[src/rtl/mssd_framer.sv]
// mssd_framer: turns one parallel request into a framed serial stream for the MSSD demux.
// Frame on serOut: start(0), port MSB first, len MSB first, payload LSB first, then guard high.
module mssd_framer #(
   parameter int LEN_W        = 4,
   parameter int GUARD_CYCLES = 1
) (
   input  logic                  Clk,
   input  logic                  reset,
   input  logic                  in_valid,
   output logic                  in_ready,
   input  logic [1:0]            in_port,
   input  logic [LEN_W-1:0]      in_len,
   input  logic [(2**LEN_W)-1:0] in_data,
   output logic                  serOut,
   output logic                  busy,
   output logic                  frame_done
);

   localparam int DATA_W = 2**LEN_W;
   localparam int CNT_W  = (LEN_W > 4) ? LEN_W : 4;

   localparam logic [2:0] S_IDLE  = 3'd0;
   localparam logic [2:0] S_START = 3'd1;
   localparam logic [2:0] S_ADDR  = 3'd2;
   localparam logic [2:0] S_LEN   = 3'd3;
   localparam logic [2:0] S_DATA  = 3'd4;
   localparam logic [2:0] S_GUARD = 3'd5;

   logic [2:0]        r_state;
   logic [CNT_W-1:0]  r_cnt;
   logic [1:0]        r_port;
   logic [LEN_W-1:0]  r_len;
   logic [DATA_W-1:0] r_data;
   logic              r_ser;
   logic              r_busy;
   logic              r_ready;
   logic              r_done;
   logic              w_cnt_zero;

   assign w_cnt_zero = (r_cnt == '0);

   // r_state names the field currently on the line; each edge loads the next bit.
   always_ff @(posedge Clk or negedge reset) begin
      if (!reset) begin
         r_state <= S_IDLE;
         r_cnt   <= '0;
         r_port  <= '0;
         r_len   <= '0;
         r_data  <= '0;
         r_ser   <= 1'b1;
         r_busy  <= 1'b0;
         r_ready <= 1'b0;
         r_done  <= 1'b0;
      end else begin
         r_done <= 1'b0;
         case (r_state)
            S_IDLE: begin
               r_ser   <= 1'b1;
               r_busy  <= 1'b0;
               r_ready <= 1'b1;
               if (in_valid && r_ready) begin
                  r_port  <= in_port;
                  r_len   <= in_len;
                  r_data  <= in_data;
                  r_state <= S_START;
                  r_ser   <= 1'b0;
                  r_busy  <= 1'b1;
                  r_ready <= 1'b0;
               end
            end
            S_START: begin
               r_state <= S_ADDR;
               r_ser   <= r_port[1];
               r_cnt   <= CNT_W'(1);
            end
            S_ADDR: begin
               if (!w_cnt_zero) begin
                  r_ser <= r_port[0];
                  r_cnt <= '0;
               end else begin
                  r_state <= S_LEN;
                  r_ser   <= r_len[LEN_W-1];
                  r_len   <= {r_len[LEN_W-2:0], r_len[LEN_W-1]};
                  r_cnt   <= CNT_W'(LEN_W - 1);
               end
            end
            S_LEN: begin
               // Rotating LEN_W times leaves r_len intact for the payload counter load.
               if (!w_cnt_zero) begin
                  r_ser <= r_len[LEN_W-1];
                  r_len <= {r_len[LEN_W-2:0], r_len[LEN_W-1]};
                  r_cnt <= r_cnt - CNT_W'(1);
               end else begin
                  r_state <= S_DATA;
                  r_ser   <= r_data[0];
                  r_data  <= r_data >> 1;
                  r_cnt   <= CNT_W'(r_len);
               end
            end
            S_DATA: begin
               if (!w_cnt_zero) begin
                  r_ser  <= r_data[0];
                  r_data <= r_data >> 1;
                  r_cnt  <= r_cnt - CNT_W'(1);
               end else begin
                  r_state <= S_GUARD;
                  r_ser   <= 1'b1;
                  r_done  <= 1'b1;
                  r_cnt   <= CNT_W'(GUARD_CYCLES - 1);
               end
            end
            S_GUARD: begin
               if (!w_cnt_zero) begin
                  r_cnt <= r_cnt - CNT_W'(1);
               end else begin
                  r_state <= S_IDLE;
                  r_busy  <= 1'b0;
                  r_ready <= 1'b1;
               end
            end
            default: begin
               r_state <= S_IDLE;
               r_ser   <= 1'b1;
               r_busy  <= 1'b0;
               r_ready <= 1'b0;
            end
         endcase
      end
   end

   assign in_ready   = r_ready;
   assign serOut     = r_ser;
   assign busy       = r_busy;
   assign frame_done = r_done;

endmodule

[config.mk]
export PLATFORM = sky130hd
export DESIGN_NAME = mssd_framer
export DESIGN_NICKNAME = d
export VERILOG_FILES = /design/src/rtl/mssd_framer.sv
export SDC_FILE = /design/constraint.sdc
export NUM_CORES = 1
export LEC_CHECK = 0
export ABC_AREA = 1
export CAP_MARGIN = 15
export CORE_MARGIN = 4
export CORE_UTILIZATION = 40
export DETAILED_ROUTE_END_ITERATION = 8
export GPL_ROUTABILITY_DRIVEN = 0
export HOLD_SLACK_MARGIN = 0.1
export PLACE_DENSITY = 0.61
export SLEW_MARGIN = 10
export SYNTH_ARGS = -nofsm -noshare
export SYNTH_HDL_FRONTEND = slang
export SYNTH_SLANG_ARGS = --single-unit
[constraint.sdc]
create_clock -name Clk -period 5 [get_ports Clk]
set_input_delay 1.5 -clock Clk [delete_from_list [all_inputs] [get_ports Clk]]
set_output_delay 1.5 -clock Clk [all_outputs]
set_load 0.01 [all_outputs]
==> metrics.txt <==
outcome=finished clean; CP max-delay cell=dfstp_2; Site Rows=24; Synth async-reset ratio=100%; syn nets=298; largest cells by area after synthesis=dfrtp_1 (42%), nand2_1 (30%), nand3_1 (7.4%); Worst Tran Pin Value=just over 0.4 ns; # fillers=468; via count=approximately 1700; syn_area_per_cell=6.96 um2; dominant synthesized flop cell=dfrtp_1; largest area contributor in the netlist=dfrtp_1; Routed WL per cell=11.8 um; VDD IR-drop max=0.217 mV; yosys warns=0; EDFF count, synth=0; Via density=between 4 and 5; Yosys top cell area share=42.4%; Pleak=1.25 nW; GRT Overall Usage=15.4%; Diodes inserted=0; DP Worst Slack=2.03 ns; Yosys reg bits=33; io pins=29; max-slew violations=0; TritonCTS clock tree=yes; area of the mapped netlist=0.00189 mm2; final wirelength=4.19 mm; fin crit period=2.84 ns; P&R area growth vs syn=20.6%; final setup fails=0; CP Capture Type=output port; root buf cell=clkbuf_8; Worst-path clk slew=0.07 ns; Worst EP arrival=approximately 1.3 ns; Worst slew margin=between 70 and 80%; die footprint=0.00588 mm2; worst-path maximum fanout=2; TritonRoute pass-1 iters=5; Hold Vio Cnt, Final=0; Syn Inst Count=271; DRT iter0 DRCs=roughly 110; Top delay family on crit path=flip-flops; initial antenna violation count=0; postcts setup bufs=0; worst path cell trace=clkdlybuf4s50_1; layout cells sized above 1=7.95%; Chip Width=76.7 um; pwr/cell area=665 mW/mm2; post-layout worst setup margin=2.16 ns; Worst Path Required=3.50 ns; Max Cap Viol=0; Final nets=328; clock latency on the worst-skew pair=0.28 ns; post-DP HPWL=3.04 mm; ANT nets after route=0; CTS H-tree depth=2; clk buf depth=2; Seq. cell area=827 um2; Hold WC Path Type=reg -> reg; critical setup path kind=reg -> out; core footprint=0.00447 mm2; Fmax=0.353 GHz; pin count of the biggest net entering global routing=34; Initial Util=between 40% and 50%; cts bufs inserted=5; Setup crit start kind=register; synth unique cells=27; total gr overflow=0; Seq/Total Area, Yosys=43.8%; setup TNS=0 ns; Die Ht=approximately 77 um; RSZ-0062 raised after global routing=false; Buf/Inv on CP=1; first-pass GRT wire length=7.45 mm; clock skew=0.00234 ns; vias in the first global route=1601; count leader, synth=nand2_1; # hold bufs at CTS=0; Residual DRC=0; post-cts resize count=0; slowest stage delay, CP=0.53 ns; Synth top cells by count=nand2_1 (150), dfrtp_1 (32), nand3_1 (28); clk sink count=33; final worst path period share=56.7%; Buffers on Ports=28; area of the multi-input gates=956 um2
-- worst paths after layout --
kind,start,endpoint,slack (ns),cells after the start
max,serOut,serOut,2.16,1
min,busy,busy,0.47,2
max reg2reg,r_cnt[0],r_data[15],3.01,9
min reg2reg,busy,busy,0.47,2
max in group asynchronous,reset,serOut,3.05,2
min in group asynchronous,reset,r_len[1],1.61,2
-- layer usage --
metal / vias to the layer above / routed length, um / GRT usage, %
li1: 903 / - / -
met1: 788 / 2080 / 21.7
met2: 52 / 1800 / 22.1
met3: 5 / 241 / 4.33
met4: 0 / 67 / 5.98
met5: - / 0 / 0
-- power by group --
| part | switching (mW) | internal (mW) |
|---|---|---|
| registers | 0.0932 | 0.401 |
| logic | 0.551 | 0.278 |
| clock network | 0.0949 | 0.0963 |
-- registers in the layout, indices dropped and copies added (netlist names) --
register    flops
r_len           4
r_port          2
r_cnt           4
serOut          1
r_state         3
in_ready        1
r_data         16
frame_done      1
busy            1
-- kinds of logic (layout without fill, tap and decap cells) --
kind of cell | after synthesis | in the layout | synth area share [%]
AND/OR/NAND/NOR | 202 | 202 | 44.3
flip-flops | 33 | 33 | 43.8
buffers and inverters | 21 | 52 | 5.50
AO/OA/AOI/OAI | 10 | 10 | 3.51
adder cells (fa/ha/maj) | 2 | 2 | 1.33
XOR/XNOR | 2 | 2 | 0.929
multiplexers | 1 | 1 | 0.597
-- placed cells by master, fill, tap and decap left out --
master           instances
nand4_1                  1
ha_1                     2
nand2_2                  3
nand2_4                  1
clkbuf_1                 1
dfstp_2                  1
nor2_4                   1
o22ai_1                  1
buf_4                    1
nand3_1                 28
nand3_2                  1
o21ai_0                  1
nor2_1                  14
a31oi_1                  1
clkbuf_8                 5
nand2_1                150
o21ai_2                  1
a21oi_2                  2
mux2_2                   1
clkinv_2                 2
nor2_2                   2
dfrtp_1                 32
clkdlybuf4s50_1         28
nor3_2                   1
inv_2                    2
a21oi_1                  3
inv_1                   13
o211ai_1                 1
xor2_1                   2
-- through the flow --
step                power [mW]  hold WS (ns)  instances  utilization, %  area [um2]
global placement          1.31         0.457        346            49.0        2190
finish                    1.51         0.470        354            50.8        2270
global route              1.69         0.486        354            50.8        2270
floorplan                 1.15         0.449        271               -        1890
detailed placement        1.33         0.458        346            49.0        2190
CTS                       1.53         0.475        354            50.8        2270
-- cell type report --
cell class                      instances  share of cell area (%)
Clock inverter                          2                   0.440
Tap cell                               52                    2.86
Sequential cell                        33                    36.4
Clock buffer                            6                    3.19
Inverter                               15                    2.48
Timing Repair Buffer                   29                    12.7
Multi-Input combinational cell        217                    42.0
(Power assumes the default switching activity.)
